**src/rtl/mem_ctrl_pkg.sv**
```systemverilog
// Shared types and sizing helpers for the memory request controller and its array.
package mem_ctrl_pkg;

  typedef enum logic [0:0] {
    ST_IDLE  = 1'b0,
    ST_CLEAR = 1'b1
  } state_e;

  localparam int RSP_DEPTH_DEF = 4;

  function automatic int aw_of(input int depth);
    return (depth > 1) ? $clog2(depth) : 1;
  endfunction

endpackage

```
**src/rtl/mem_rsp_fifo.sv**
```systemverilog
// Synchronous FIFO with occupancy count; a pop frees a slot for a push in the same cycle.
module mem_rsp_fifo #(
  parameter int WIDTH = 32,
  parameter int DEPTH = 4,
  localparam int PW = (DEPTH > 1) ? $clog2(DEPTH) : 1,
  localparam int CW = $clog2(DEPTH + 1)
) (
  input  logic             clk,
  input  logic             rstn,
  input  logic             push_i,
  input  logic [WIDTH-1:0] push_data_i,
  input  logic             pop_i,
  output logic [WIDTH-1:0] pop_data_o,
  output logic [CW-1:0]    count_o,
  output logic             empty_o
);

  logic [WIDTH-1:0] mem_q [DEPTH];
  logic [PW-1:0]    wptr_q, wptr_d;
  logic [PW-1:0]    rptr_q, rptr_d;
  logic [CW-1:0]    count_q, count_d;
  logic             full_s;
  logic             push_ok_s;
  logic             pop_ok_s;

  function automatic logic [PW-1:0] ptr_inc(input logic [PW-1:0] p);
    return (p == PW'(DEPTH - 1)) ? '0 : p + PW'(1);
  endfunction

  assign empty_o    = (count_q == '0);
  assign full_s     = (count_q == CW'(DEPTH));
  assign pop_ok_s   = pop_i & ~empty_o;
  assign push_ok_s  = push_i & (~full_s | pop_ok_s);
  assign pop_data_o = mem_q[rptr_q];
  assign count_o    = count_q;

  // pointer and occupancy next-state
  always_comb begin
    wptr_d  = wptr_q;
    rptr_d  = rptr_q;
    count_d = count_q;
    if (push_ok_s) begin
      wptr_d = ptr_inc(wptr_q);
    end else begin
      wptr_d = wptr_q;
    end
    if (pop_ok_s) begin
      rptr_d = ptr_inc(rptr_q);
    end else begin
      rptr_d = rptr_q;
    end
    if (push_ok_s && !pop_ok_s) begin
      count_d = count_q + CW'(1);
    end else if (pop_ok_s && !push_ok_s) begin
      count_d = count_q - CW'(1);
    end else begin
      count_d = count_q;
    end
  end

  // pointer and occupancy registers
  always_ff @(posedge clk or negedge rstn) begin
    if (!rstn) begin
      wptr_q  <= '0;
      rptr_q  <= '0;
      count_q <= '0;
    end else begin
      wptr_q  <= wptr_d;
      rptr_q  <= rptr_d;
      count_q <= count_d;
    end
  end

  // storage; cleared so the head reads as zero out of reset
  always_ff @(posedge clk or negedge rstn) begin
    if (!rstn) begin
      for (int i = 0; i < DEPTH; i++) begin
        mem_q[i] <= '0;
      end
    end else if (push_ok_s) begin
      mem_q[wptr_q] <= push_data_i;
    end
  end

endmodule

```
**src/rtl/mem_ctrl.sv**
```systemverilog
// Request-side controller for a single-port array: valid/ready requests, credit-gated
// reads into a response FIFO, and a zero-fill clear sequencer.
module mem_ctrl
  import mem_ctrl_pkg::*;
#(
  parameter int WIDTH     = 32,
  parameter int DEPTH     = 256,
  parameter int RSP_DEPTH = RSP_DEPTH_DEF,
  localparam int AW       = aw_of(DEPTH),
  localparam int FCW      = $clog2(RSP_DEPTH + 1)
) (
  input  logic             clk,
  input  logic             rstn,
  input  logic             req_valid,
  output logic             req_ready,
  input  logic             req_we,
  input  logic [AW-1:0]    req_addr,
  input  logic [WIDTH-1:0] req_wdata,
  output logic             rsp_valid,
  input  logic             rsp_ready,
  output logic [WIDTH-1:0] rsp_data,
  input  logic             clr_start,
  output logic             clr_busy,
  output logic             clr_done,
  output logic             mem_wr_en,
  output logic             mem_rd_en,
  output logic [AW-1:0]    mem_addr,
  output logic [WIDTH-1:0] mem_wdata,
  input  logic [WIDTH-1:0] mem_rdata
);

  localparam int KW = FCW + 1;

  state_e           state_q, state_d;
  logic [AW-1:0]    cnt_q, cnt_d;
  logic             rd_pending_q, rd_pending_d;
  logic             clr_done_q, clr_done_d;
  logic [FCW-1:0]   fifo_count_s;
  logic             rsp_empty_s;
  logic             credit_ok_s;
  logic             clr_last_s;
  logic             ready_s;
  logic             rd_acc_s;

  // A read in flight already owns a FIFO slot, so it counts against the credit.
  assign credit_ok_s = (KW'(fifo_count_s) + KW'(rd_pending_q)) < KW'(RSP_DEPTH);
  assign clr_last_s  = (state_q == ST_CLEAR) && (cnt_q == AW'(DEPTH - 1));
  assign rd_acc_s    = req_valid & ready_s & ~req_we;
  assign req_ready   = ready_s;
  assign rsp_valid   = ~rsp_empty_s;
  assign clr_done    = clr_done_q;

  // state register
  always_ff @(posedge clk or negedge rstn) begin
    if (!rstn) begin
      state_q <= ST_IDLE;
    end else begin
      state_q <= state_d;
    end
  end

  // next-state logic
  always_comb begin
    state_d = state_q;
    case (state_q)
      ST_IDLE: begin
        if (clr_start) begin
          state_d = ST_CLEAR;
        end else begin
          state_d = ST_IDLE;
        end
      end
      ST_CLEAR: begin
        if (clr_last_s) begin
          state_d = ST_IDLE;
        end else begin
          state_d = ST_CLEAR;
        end
      end
      default: state_d = ST_IDLE;
    endcase
  end

  // output logic: handshake and array-side drive
  always_comb begin
    ready_s   = 1'b0;
    clr_busy  = 1'b0;
    mem_wr_en = 1'b0;
    mem_rd_en = 1'b0;
    mem_addr  = '0;
    mem_wdata = '0;
    case (state_q)
      ST_IDLE: begin
        if (!clr_start) begin
          ready_s = req_we | credit_ok_s;
        end else begin
          ready_s = 1'b0;
        end
        if (req_valid && ready_s) begin
          mem_wr_en = req_we;
          mem_rd_en = ~req_we;
          mem_addr  = req_addr;
          mem_wdata = req_we ? req_wdata : '0;
        end else begin
          mem_wr_en = 1'b0;
          mem_rd_en = 1'b0;
        end
      end
      ST_CLEAR: begin
        clr_busy  = 1'b1;
        mem_wr_en = 1'b1;
        mem_addr  = cnt_q;
        mem_wdata = '0;
      end
      default: begin
        ready_s = 1'b0;
      end
    endcase
  end

  // clear counter, pending-read flag and done pulse next-state
  always_comb begin
    cnt_d        = cnt_q;
    rd_pending_d = rd_acc_s;
    clr_done_d   = clr_last_s;
    if ((state_q == ST_IDLE) && clr_start) begin
      cnt_d = '0;
    end else if (state_q == ST_CLEAR) begin
      cnt_d = cnt_q + AW'(1);
    end else begin
      cnt_d = cnt_q;
    end
  end

  // clear counter, pending-read flag and done pulse registers
  always_ff @(posedge clk or negedge rstn) begin
    if (!rstn) begin
      cnt_q        <= '0;
      rd_pending_q <= 1'b0;
      clr_done_q   <= 1'b0;
    end else begin
      cnt_q        <= cnt_d;
      rd_pending_q <= rd_pending_d;
      clr_done_q   <= clr_done_d;
    end
  end

  mem_rsp_fifo #(
    .WIDTH (WIDTH),
    .DEPTH (RSP_DEPTH)
  ) u_rsp_fifo (
    .clk         (clk),
    .rstn        (rstn),
    .push_i      (rd_pending_q),
    .push_data_i (mem_rdata),
    .pop_i       (rsp_ready),
    .pop_data_o  (rsp_data),
    .count_o     (fifo_count_s),
    .empty_o     (rsp_empty_s)
  );

endmodule

```
**config.mk**
```make
export PLATFORM = sky130hd
export DESIGN_NAME = mem_ctrl
export DESIGN_NICKNAME = d
export VERILOG_FILES = /design/src/rtl/mem_ctrl_pkg.sv /design/src/rtl/mem_rsp_fifo.sv /design/src/rtl/mem_ctrl.sv
export SDC_FILE = /design/constraint.sdc
export NUM_CORES = 1
export LEC_CHECK = 0
export CORE_MARGIN = 4
export CORE_UTILIZATION = 35
export DETAILED_ROUTE_END_ITERATION = 10
export MAX_ROUTING_LAYER = met4
export SLEW_MARGIN = 20
export SYNTH_ARGS = -nofsm -noshare
export SYNTH_HDL_FRONTEND = slang
export SYNTH_SLANG_ARGS = --single-unit
```
**constraint.sdc**
```tcl
create_clock -name clk -period 3.5 [get_ports clk]
set_clock_uncertainty 0.1 [all_clocks]
set_input_delay 0.35 -clock clk [delete_from_list [all_inputs] [get_ports clk]]
set_output_delay 0.35 -clock clk [all_outputs]
set_load 0.1 [all_outputs]
```
* After elaboration in Yosys (flattened, before gate mapping)
Index checks and enable logic that the tools add are counted.
** Operators by class
- Muxes and demuxes :: 28
- Bitwise logic cells :: 12
- Reduce and logical (&&, ||, !) cells :: 11
- Eq/ne operators :: 4
- Add/sub/neg operators :: 6
- $lt $le $gt $ge :: 4
** Operator list (count)
- 32-bit 2-to-1 mux :: 5
- 128-bit bitwise mux :: 1
- 32-bit binary-select mux with 2-bit select :: 1
- 32-bit demux with 2-bit select :: 1
- 32-bit one-hot mux with 2 select lines :: 1
- 8-bit 2-to-1 mux :: 3
- 8-bit one-hot mux with 2 select lines :: 1
- 1-bit 2-to-1 mux :: 9
- 8-bit by 1-bit adder with 8-bit output (second input constant) :: 1
- 8-bit == test (second input constant) :: 1
- 3-bit greater-or-equal comparator (second input constant) :: 2
- 1-bit logical AND :: 6
- 3-bit 2-to-1 mux :: 2
- 2-bit inverter with 3-bit output :: 2
- 2-bit by 1-bit adder with 2-bit output (second input constant) :: 2
- 3-bit by 1-bit adder with 4-bit output :: 1
- 1-bit AND :: 4
- 2-bit == test (second input constant) :: 2
- 4-bit by 3-bit < comparator with 1-bit output (second input constant) :: 1
- 2-bit 2-to-1 mux :: 2
- 1-bit inverter :: 4
- 1-bit one-hot mux with 2 select lines :: 2
- 2-bit nonzero test :: 2
- 3-bit by 1-bit adder with 3-bit output (second input constant) :: 1
- 6 further kinds :: 8
** Word-level totals
- Output and inout port bits :: 78
- Bits in registers :: 146

* Depth between registers and ports, before layout
Gate-level depths: netlist of run 1.
- Depth after elaboration :: 9
- Gate-level depth with buffers :: 8

* Hierarchy
Synthesis of run 1 repeated with hierarchy kept, for this count alone.
** Second synthesis, totals
- Cells, all modules :: 442
- Area total of the unflattened synthesis :: 6830.3 um2
** Modules (own cells, without submodules)
- mem_rsp_fifo :: times used 1, sequential area each 3378.2 um2, area an instance 5984.5 um2, cells an instance 348
- mem_ctrl :: times used 1, sequential area each 275.3 um2, area an instance 845.8 um2, cells an instance 94

* Least setup slack after synthesis of run 1
No wires, ideal clock.
- Path kind :: register to output
- Start point :: register state_q
- End point :: output port mem_rd_en
- Path buffers :: 2
- Cell stages (with the launch flop) :: 6
- Data required time :: 3050 ps
- Slack :: 18 ps
- Data arrival time :: 3032 ps
- Cell sequence :: dfrtp_1 buf_2 nor2_1 and4_1 buf_2 nor2b_1
** Between the ends
- Longest elaborated chain between the ends :: 1
** RTL lines
- from (decl) :: RTL line mem_ctrl.sv:34 : state_e state_q, state_d;
- from (signal assigned) :: RTL line mem_ctrl.sv:58 : state_q <= state_d;
- 1-bit 2-to-1 mux :: RTL line mem_ctrl.sv:92 : case (state_q)
- to (decl) :: RTL line mem_ctrl.sv:26 : output logic mem_rd_en,
Every way passes these cells.

* Final worst setup path of run 1
Ends and elaborated chain as after synthesis.

==> results of run 1 <==
## through the flow
step	hold slack (ns)	instance area [sq um]	total power, W	utilization
floorplan	-0.04559	6798	0.004980	-
global placement	0.3832	8451	0.005747	0.4473
detailed placement	0.3902	8451	0.005776	0.4473
CTS	0.4039	9066	0.007656	0.4799
global route	0.4146	9066	0.007859	0.4799
finish	0.3989	9066	0.007558	0.4799
## Yosys cell counts (3+ instances only)
library cell  number  area, sq um
a22o_1            11        96.34
and2_1            32        200.2
buf_2              7        35.03
buf_6             12        135.1
clkbuf_1           7        26.28
dfrtp_1          146         3654
ha_1               7        87.58
inv_1              3        11.26
mux2_2           134         1509
mux4_2            32        720.7
nand2_1            8        30.03
nand4_1            4        25.02
nor2_1            10        37.54
xor2_1             3        26.28
## what timing repair did
| item | in CTS | in global routing |
|---|---|---|
| buffers inserted | 0 | 0 |
| hold endpoints to repair | 7 | 0 |
| gates resized for setup | 0 | 0 |
| hold buffers | 1 | 0 |
## final cells by class
cell class	instances	area [sq um]	share of cell area
Inverter	3	11.26	0.001242
Multi-Input combinational cell	265	2968	0.3274
Clock buffer	23	478.0	0.05272
Timing Repair Buffer	168	1500	0.1655
Tap cell	260	325.3	0.03588
Sequential cell	146	3656	0.4033
Clock inverter	9	127.6	0.01408
## metal layers
layer / track usage / vias up / routed length [microns]
li1: - / 1937 / -
met1: 0.1894 / 2165 / 6679
met2: 0.2410 / 140 / 7519
met3: 0.03948 / 13 / 887
met4: 0.05172 / 0 / 206
met5: - / - / 0
## cell usage in the layout, fill, tap and decap left out, drive strengths merged, types with 3 or more instances in the layout
cell | Yosys | layout
buf | 20 | 89
bufinv | 0 | 3
dfrtp | 146 | 146
nand2 | 8 | 8
clkinv | 0 | 5
ha | 7 | 7
clkbuf | 7 | 23
mux2 | 134 | 134
and2 | 32 | 32
nor2 | 10 | 10
a22o | 11 | 11
mux4 | 32 | 32
inv | 3 | 4
nand4 | 4 | 4
clkdlybuf4s50 | 0 | 78
xor2 | 3 | 3
## worst paths after layout
check	start	end	slack, ns	cells after the start
max reg2reg	u_rsp_fifo.count_o[0]	u_rsp_fifo.count_o[2]	1.06	8
min in group asynchronous	rstn	u_rsp_fifo.mem_q[28]	0.53	2
max in group asynchronous	rstn	u_rsp_fifo.mem_q[19]	1.90	3
min reg2reg	u_rsp_fifo.mem_q[38]	u_rsp_fifo.mem_q[38]	0.40	1
min	u_rsp_fifo.mem_q[38]	u_rsp_fifo.mem_q[38]	0.40	1
max	state_q	mem_rd_en	0.57	4
## flip-flops by register name, summed over array words and instances, names as in the netlist
signal,count
u_rsp_fifo.wptr_q,2
u_rsp_fifo.count_o,3
u_rsp_fifo.mem_q,128
clr_done,1
rd_pending_q,1
cnt_q,8
state_q,1
u_rsp_fifo.rptr_q,2
## power groups by stage
| stage | clock network [W] | logic [W] | registers [W] |
|---|---|---|---|
| 2_1_floorplan | 0 | 0.00297 | 0.00201 |
| 3_3_place_gp | 0 | 0.00356 | 0.00219 |
| 3_5_place_dp | 0 | 0.00358 | 0.00220 |
| 4_1_cts | 0.00190 | 0.00359 | 0.00217 |
| 5_1_grt | 0.00197 | 0.00368 | 0.00220 |
| 6_report | 0.00185 | 0.00354 | 0.00216 |
## kinds of logic after synthesis
logic type / count (synthesis) / share of synthesized area
XOR/XNOR: 5 / 0.006443
adder cells (fa/ha/maj): 8 / 0.01583
AO/OA/AOI/OAI: 17 / 0.02043
flip-flops: 146 / 0.5375
buffers and inverters: 30 / 0.03111
multiplexers: 167 / 0.3295
AND/OR/NAND/NOR: 68 / 0.05927
==> impl_results.md, run 1 <==
* Clock network fraction of total power at 0.245
* Crit path buf inv count at 1
* Total number of vias at 4255
* Root buffer selected by CTS: clkbuf_16
* Fill cell instance count of the final layout at 1687
* Worst Path Class, Setup: flop to output port
* Period Utilization, post-route at 0.8378
* Worst-case vdd ir drop at 325.8 uV
* Chip height at 147.4 microns
* P&R area growth vs syn at 33.37%
* GRT Util Overall at 0.1515
* Kind of start point of the critical path: flop
* Number of DRC violations after detailed routing at 0
* Synth Net Count at 527
* Power per cell area at 833.7 nW/um^2
* Inserted Clock Buffers at 17
* Clock Tree Buf Depth at 2
* Post-layout min period at 2.932 ns
* Final setup viols at 0
* Flip-flop and latch count after synthesis at 146
* Average wire per cell in the routed design at 17.50 microns
* Starting DRT DRC Count at 189
* Slowest stage cell on the critical path: dfrtp_1
* Synth Instances at 441
* Via count of the first global-routing pass at 4764
* Number of sinks driven by the clock tree at 146
* Result of the run: finished clean
* Number of max-slew violations in the final report at 0
* Number of antenna violations at the first check in global routing at 0
* Setup repair after global routing missed its margin: no
* Data arrival time of the worst path at 2.48 ns
* Final-layout setup total negative slack at 0 ns
* Placed Cells at 841
* Max Fclk at 0.3410 GHz
* Die X-Extent at 147.4 microns
* Syn Area/Cell at 15.41 sq um
* Switching power total at 0.003479 W
* Total Routed Length at 15290 microns
* Int Pwr at 0.004079 W
* Gpl congestion at 0.7530
* Die Area at 21720 sq um
* Clock-pin slew on the worst setup and hold paths at 0.06 ns
* Starting density of the core at 0.3598
* EDFF count, synth at 0
* Maximum Capacitance Violations at 0
* Ratio of cells with drive above 1 in the final layout at 0.4788
* Clock tree from TritonCTS: done
* Transition at the pin with the smallest max-transition slack at 0.9845 ns
* Part of the power in registers at 0.286
* Port Buf Inserts at 155
* Critical Path Fanout Max at 20
* First-pass GRT wire length at 25110 microns
* Antenna Violating Nets Remaining at 0
* Pre-antenna DRT Iters at 6
* Total count of hold-check failures in the final report at 0
* Std cell rows at 50
* Data required time of the critical path at 3.05 ns
* Gr ovfl total at 0
* Placed wire-length estimate at 10480 microns
* Critical path capture point type: output port
* Core Area at 18890 sq um
* Number of H-tree levels at 4
* Proportion of total power due to net switching at 0.4603
* Comb power frac at 0.469
* Sequential area share after synthesis at 0.5375
* Top delay family on crit path: simple AND/OR/NAND/NOR gates
* Non-Filler Instances at 874
* Class of the tightest hold or removal check: flop to flop
* Async SR Flop Fraction at 1.000
* Number of placed I/O pins at 156
* Count of inserted antenna diode cells at 0
* Insertion delay to the later sink of the worst-skew pair at 0.41 ns
* Mapped cell area at 6798 sq um
* Ys flop type: dfrtp_1
* Leakage at 3.781 nW
* Worst-case headroom to the max-slew limit at 0.3416
* Delay of the slowest critical-path stage at 0.60 ns
* Count of distinct cell types in the synthesized netlist at 32
* Cells along the critical path: nor2_1, and4_1, nor2b_1, buf_12
* Post-route setup slack at 0.5678 ns
* Number of warnings issued by yosys at 0
* Largest net degree at the start of global routing at 105
* # nets final at 687
* Via-per-instance ratio at 4.868
* Worst setup slack after placement at 0.7483 ns
(Power assumes the default switching activity.)
==> inputs of run 2 (changes only) <==
==> constraint.sdc (replaced) <==
create_clock -name clk -period 2.9 [get_ports clk]
set_clock_uncertainty 0.1 [all_clocks]
set_input_delay 0.29 -clock clk [delete_from_list [all_inputs] [get_ports clk]]
set_output_delay 0.29 -clock clk [all_outputs]
set_load 0.1 [all_outputs]
==> impl_results.md, run 2 (synthesis gave the netlist of run 1 again) <==
* Number of placed I/O pins at 156 (unchanged)
* Number of antenna violations at the first check in global routing at 0 (unchanged)
* Pre-antenna DRT Iters at 4 (-2)
* Placed Cells at 845 (+0.48%)
* Class of the tightest hold or removal check: flop to flop
* Final setup viols at 0 (unchanged)
* Largest net degree at the start of global routing at 88 (-16%)
* Worst Path Class, Setup: flop to output port
* Total power of the final layout at 0.009791 W (+30%)
* Gpl congestion at 0.7361 (-2.2%)
* Worst-case vdd ir drop at 337.1 uV (+3.5%)
* Cells on Worst Hold Path at 1 (unchanged)
* Number of DRC violations after detailed routing at 0 (unchanged)
* Count of inserted antenna diode cells at 0 (unchanged)
* Chip height at 147.4 microns (unchanged)
* Placed wire-length estimate at 11000 microns (+4.9%)
* Data required time of the critical path at 2.51 ns (-0.54 ns)
* Worst R2R Setup Slack at 0.43 ns (-0.63 ns)
* First-pass GRT wire length at 26500 microns (+5.5%)
* Transition at the pin with the smallest max-transition slack at 0.9643 ns (-0.02012 ns)
* Ratio of cells with drive above 1 in the final layout at 0.4903 (+0.01146)
* Gr ovfl total at 0 (unchanged)
* Inserted Clock Buffers at 17 (unchanged)
* Worst-case headroom to the max-slew limit at 0.3571 (+0.01547)
* Starting DRT DRC Count at 197 (+4.2%)
* Setup repair after global routing missed its margin: no
* Total count of hold-check failures in the final report at 0 (unchanged)
* Die Area at 21720 sq um (unchanged)
* CTS-repair resized insts at 0 (unchanged)
* Port Buf Inserts at 155 (unchanged)
* Result of the run: finished clean
* Maximum Capacitance Violations at 0 (unchanged)
* Starting density of the core at 0.3598 (unchanged)
* Worst r2r src: u_rsp_fifo.count_o[0]
* Leading cell types in the layout, fill and taps excluded: dfrtp_1, mux2_2, clkdlybuf4s50_1
* Number of sinks driven by the clock tree at 146 (unchanged)
* Std cell rows at 50 (unchanged)
* Critical Path Fanout Max at 19 (-5.0%)
* Largest register FFs at 128 (unchanged)
* Average wire per cell in the routed design at 17.92 microns (+2.4%)
* Clock-pin slew on the worst setup and hold paths at 0.06 ns (about the same)
* Power per cell area at 1000 nW/um^2 (+20%)
* Core Area at 18890 sq um (unchanged)
* GRT Util Overall at 0.1595 (+0.007993)
* Post-route setup slack at 0.2325 ns (-0.3353 ns)
* Worst setup slack after placement at 0.3337 ns (-0.4147 ns)
* Final-layout setup total negative slack at 0 ns (unchanged)
* Total number of vias at 4299 (+1.0%)
* Insertion delay to the later sink of the worst-skew pair at 0.41 ns (about the same)
* Clock Tree Buf Depth at 2 (unchanged)
* Kind of start point of the critical path: flop
* Non-Filler Instances at 878 (+0.46%)
* Max Fclk at 0.3749 GHz
* Number of H-tree levels at 4 (unchanged)
* Period Utilization, post-route at 0.9198
* Antenna Violating Nets Remaining at 0 (unchanged)
* Final Hold Slack at 0.3988 ns (-0.0001560 ns)
* Post-layout min period at 2.668 ns
* Fill cell instance count of the final layout at 1593 (-5.6%)
* Total Routed Length at 15740 microns (+2.9%)
* Critical R2R Capture: u_rsp_fifo.count_o[2]
* Via count of the first global-routing pass at 5026 (+5.5%)
* # nets final at 691 (+0.58%)
* Commonest non-fill, non-tap cell in the layout: dfrtp_1
* Critical path capture point type: output port
* Clock tree from TritonCTS: done
* Setup crit end: rsp_data[21]
* Worst setup path start: u_rsp_fifo.rptr_q[0]
* Data arrival time of the worst path at 2.28 ns (-0.20 ns)
* Number of max-slew violations in the final report at 0 (unchanged)
* Top reg by flops: u_rsp_fifo.mem_q
* Via-per-instance ratio at 4.896 (+0.57%)
* P&R area growth vs syn at 44.01%
* Leakage at 3.994 nW (+5.6%)
* Worst R2R Path Depth at 8 (unchanged)
* Die X-Extent at 147.4 microns (unchanged)
* Root buffer selected by CTS: clkbuf_16
==> run 2: changes by cell type in the layout (fill, tap and decap cells not counted), moves of 2 or more <==
cell,previous run,this run
buf_4,85,42
clkdlybuf4s50_1,78,76
clkinv_2,4,1
clkbuf_8,3,6
clkbuf_1,3,1
buf_12,3,52
bufinv_16,3,5
==> run 2: timing repair <==
item	CTS	global route
hold buffers	1	0
hold endpoints to repair	84	0
setup buffers	0	0
==> run 2: worst max-delay path, cell delays in order (launching register included) <==
cell and delay, ns:
dfrtp_2 0.79, buf_12 0.26, mux4_2 0.55, buf_4 0.26
==> run 2: final cells by class <==
| type | count | area, sq um | share of cell area |
|---|---|---|---|
| Clock buffer | 24 | 511.7 | 0.05228 |
| Clock inverter | 8 | 171.4 | 0.01751 |
| Timing Repair Buffer | 172 | 2138 | 0.2184 |
| Tap cell | 260 | 325.3 | 0.03323 |
| Multi-Input combinational cell | 265 | 2975 | 0.3039 |
| Inverter | 3 | 11.26 | 0.001150 |
| Sequential cell | 146 | 3656 | 0.3735 |
==> run 2: per-layer routing <==
layer / vias up / share of wire / track usage
met1: 2205 / 0.43 / 0.1963
met3: 12 / 0.060 / 0.04658
met5: - / 0 / -
met4: 0 / 0.013 / 0.05033
li1: 1950 / - / -
met2: 132 / 0.49 / 0.2555
==> run 2: worst min path at each step <==
stage,startpoint,to,slack [ns]
floorplan,rstn,clr_done,-0.11
global placement,rstn,u_rsp_fifo.mem_q[58],0.29
detailed placement,rstn,u_rsp_fifo.mem_q[58],0.32
CTS,u_rsp_fifo.mem_q[46],u_rsp_fifo.mem_q[46],0.40
global route,u_rsp_fifo.mem_q[50],u_rsp_fifo.mem_q[50],0.41
finish,u_rsp_fifo.mem_q[55],u_rsp_fifo.mem_q[55],0.40
==> run 2: power breakdown <==
group | switching (W) | leakage (nW) | internal, W
combinational | 0.00311 | 1.96 | 0.00159
clock | 0.000798 | 0.333 | 0.00167
sequential | 0.000380 | 1.71 | 0.00225
==> run 2: through the flow <==
| step | instance area (sq um) | util |
|---|---|---|
| after global placement | 9096 | 0.4815 |
| after floorplan | 6805 | - |
| after detailed placement | 9096 | 0.4815 |
| final | 9789 | 0.5181 |
| after global routing | 9789 | 0.5181 |
| after CTS | 9789 | 0.5181 |
==> inputs of run 3 (changes only) <==
--- a/config.mk
+++ b/config.mk
@@ -5,7 +5,7 @@
 export SDC_FILE = /design/constraint.sdc
 export NUM_CORES = 1
 export LEC_CHECK = 0
-export CORE_MARGIN = 4
+export CORE_MARGIN = 2
 export CORE_UTILIZATION = 35
 export DETAILED_ROUTE_END_ITERATION = 10
 export MAX_ROUTING_LAYER = met4
==> impl_results.md, run 3 (synthesis gave the netlist of run 1 again) <==
* Worst R2R Setup Slack at 0.53 ns (+0.10 ns)
* Number of DRC violations after detailed routing at 0 (unchanged)
* Leakage at 3.938 nW (-1.4%)
* Total power of the final layout at 0.009551 W (-2.5%)
* Via-per-instance ratio at 4.954 (+1.2%)
* Antenna Violating Nets Remaining at 0 (unchanged)
* Top delay family on crit path: flip-flops
* Worst setup path start: u_rsp_fifo.rptr_q[1]
* Setup repair after global routing missed its margin: no
* Total number of vias at 4330 (+0.72%)
* Worst-case headroom to the max-slew limit at 0.3725 (+0.01536)
* Clock Tree Buf Depth at 2 (unchanged)
* Average wire per cell in the routed design at 18.03 microns (+0.60%)
* Root buffer selected by CTS: clkbuf_16
* Crit path buf inv count at 1 (-1)
* Class of the tightest hold or removal check: flop to flop
* Total Routed Length at 15760 microns (+0.14%)
* Die X-Extent at 143.4 microns (-2.7%)
* Cells along the critical path: mux4_2, buf_4
* Result of the run: finished clean
* Number of max-slew violations in the final report at 0 (unchanged)
* Kind of start point of the critical path: flop
* GRT Util Overall at 0.1678 (+0.008227)
* Period Utilization, post-route at 0.8724 (-0.04742)
* Number of sinks driven by the clock tree at 146 (unchanged)
* Total count of hold-check failures in the final report at 0 (unchanged)
* # nets final at 686 (-0.72%)
* Critical Path Fanout Max at 34 (+15)
* Inserted Clock Buffers at 17 (unchanged)
* Largest net degree at the start of global routing at 147 (+67%)
* First-pass GRT wire length at 25450 microns (-3.9%)
* Via count of the first global-routing pass at 4900 (-2.5%)
* Starting DRT DRC Count at 203 (+3.0%)
* Worst r2r src: u_rsp_fifo.count_o[0]
* Leading cell types in the layout, fill and taps excluded: dfrtp_1, mux2_2, clkdlybuf4s50_1
* Core Area at 18890 sq um (unchanged)
* Final setup viols at 0 (unchanged)
* Gpl congestion at 0.7307 (-0.73%)
* Die Area at 20550 sq um (-5.4%)
* Worst Path Class, Setup: flop to output port
* Slowest stage cell on the critical path: dfrtp_2
* Clock tree from TritonCTS: done
* Number of antenna violations at the first check in global routing at 1 (+1)
* Commonest non-fill, non-tap cell in the layout: dfrtp_1
* Number of H-tree levels at 4 (unchanged)
* Post-CTS Setup Inserts at 0 (unchanged)
* Clock-pin slew on the worst setup and hold paths at 0.06 ns (about the same)
* Pre-antenna DRT Iters at 4 (unchanged)
* Final-layout setup total negative slack at 0 ns (unchanged)
* Critical path capture point type: output port
* Worst-case vdd ir drop at 397.8 uV (+18%)
* Number of placed I/O pins at 156 (unchanged)
* Max Fclk at 0.3953 GHz (+5.4%)
* Insertion delay to the later sink of the worst-skew pair at 0.42 ns (about the same)
* Data required time of the critical path at 2.51 ns (about the same)
* Largest register FFs at 128 (unchanged)
* Std cell rows at 50 (unchanged)
* Min-Delay Startpoint: u_rsp_fifo.mem_q[60]
* Transition at the pin with the smallest max-transition slack at 0.9413 ns (-0.02304 ns)
* Ratio of cells with drive above 1 in the final layout at 0.4861 (-0.004157)
* Maximum Capacitance Violations at 0 (unchanged)
* Starting density of the core at 0.3598 (unchanged)
* P&R area growth vs syn at 42.61%
* Post-route setup slack at 0.3700 ns (+0.1375 ns)
* Power per cell area at 985.2 nW/um^2 (-1.5%)
* Top reg by flops: u_rsp_fifo.mem_q
* Gr ovfl total at 0 (unchanged)
* Placed wire-length estimate at 10490 microns (-4.6%)
* Worst setup slack after placement at 0.3563 ns (+0.02263 ns)
* Post-layout min period at 2.530 ns (-0.1375 ns)
* Chip height at 143.4 microns (-2.7%)
* Port Buf Inserts at 155 (unchanged)
* Data arrival time of the worst path at 2.14 ns (-0.14 ns)
* Delay of the slowest critical-path stage at 0.98 ns (+0.19 ns)
## run 3: stage by stage
| step | cells | hold WS [ns] | utilization | area [sq um] |
|---|---|---|---|---|
| after floorplan | 441 | -0.1056 | - | 6805 |
| after global placement | 840 | 0.3670 | 0.4781 | 9034 |
| after detailed placement | 840 | 0.3786 | 0.4781 | 9034 |
| after CTS | 873 | 0.4036 | 0.5130 | 9692 |
| after global routing | 874 | 0.4168 | 0.5131 | 9694 |
| final | 874 | 0.3988 | 0.5131 | 9694 |
## run 3: path summary, 6_finish.rpt
kind                       cells after the start                    end
max in group asynchronous                      3   u_rsp_fifo.rptr_q[0]
setup reg to reg                               8  u_rsp_fifo.count_o[2]
hold reg to reg                                1   u_rsp_fifo.mem_q[60]
hold / removal                                 1   u_rsp_fifo.mem_q[60]
setup / recovery                               2           rsp_data[24]
min in group asynchronous                      3   u_rsp_fifo.mem_q[58]
## run 3: metal layers
metal	up-vias	track usage	wire, microns
li1	1937	-	-
met1	2254	0.1928	6454
met2	120	0.2822	8201
met3	19	0.04632	902
met4	0	0.06089	203
met5	-	-	0
## run 3: area by class of cell
cell class                 count  area, sq um
inverter                       3        11.26
tap                          260        325.3
clock inverter                 9        150.1
antenna                        1        2.502
multi-input combinational    265         2975
sequential                   146         3656
clock buffer                  23        498.0
timing repair buffer         167         2076
fill                        1619         9199
## run 3: power by group
part / internal [W] / leakage, nW / switching (W)
sequential: 0.00226 / 1.71 / 0.000308
combinational: 0.00147 / 1.92 / 0.00314
clock: 0.00155 / 0.315 / 0.000821
## run 3: repair_timing
item                      CTS  global route
gates resized for setup     0             0
hold buffers                1             0
hold endpoints to repair  146             0
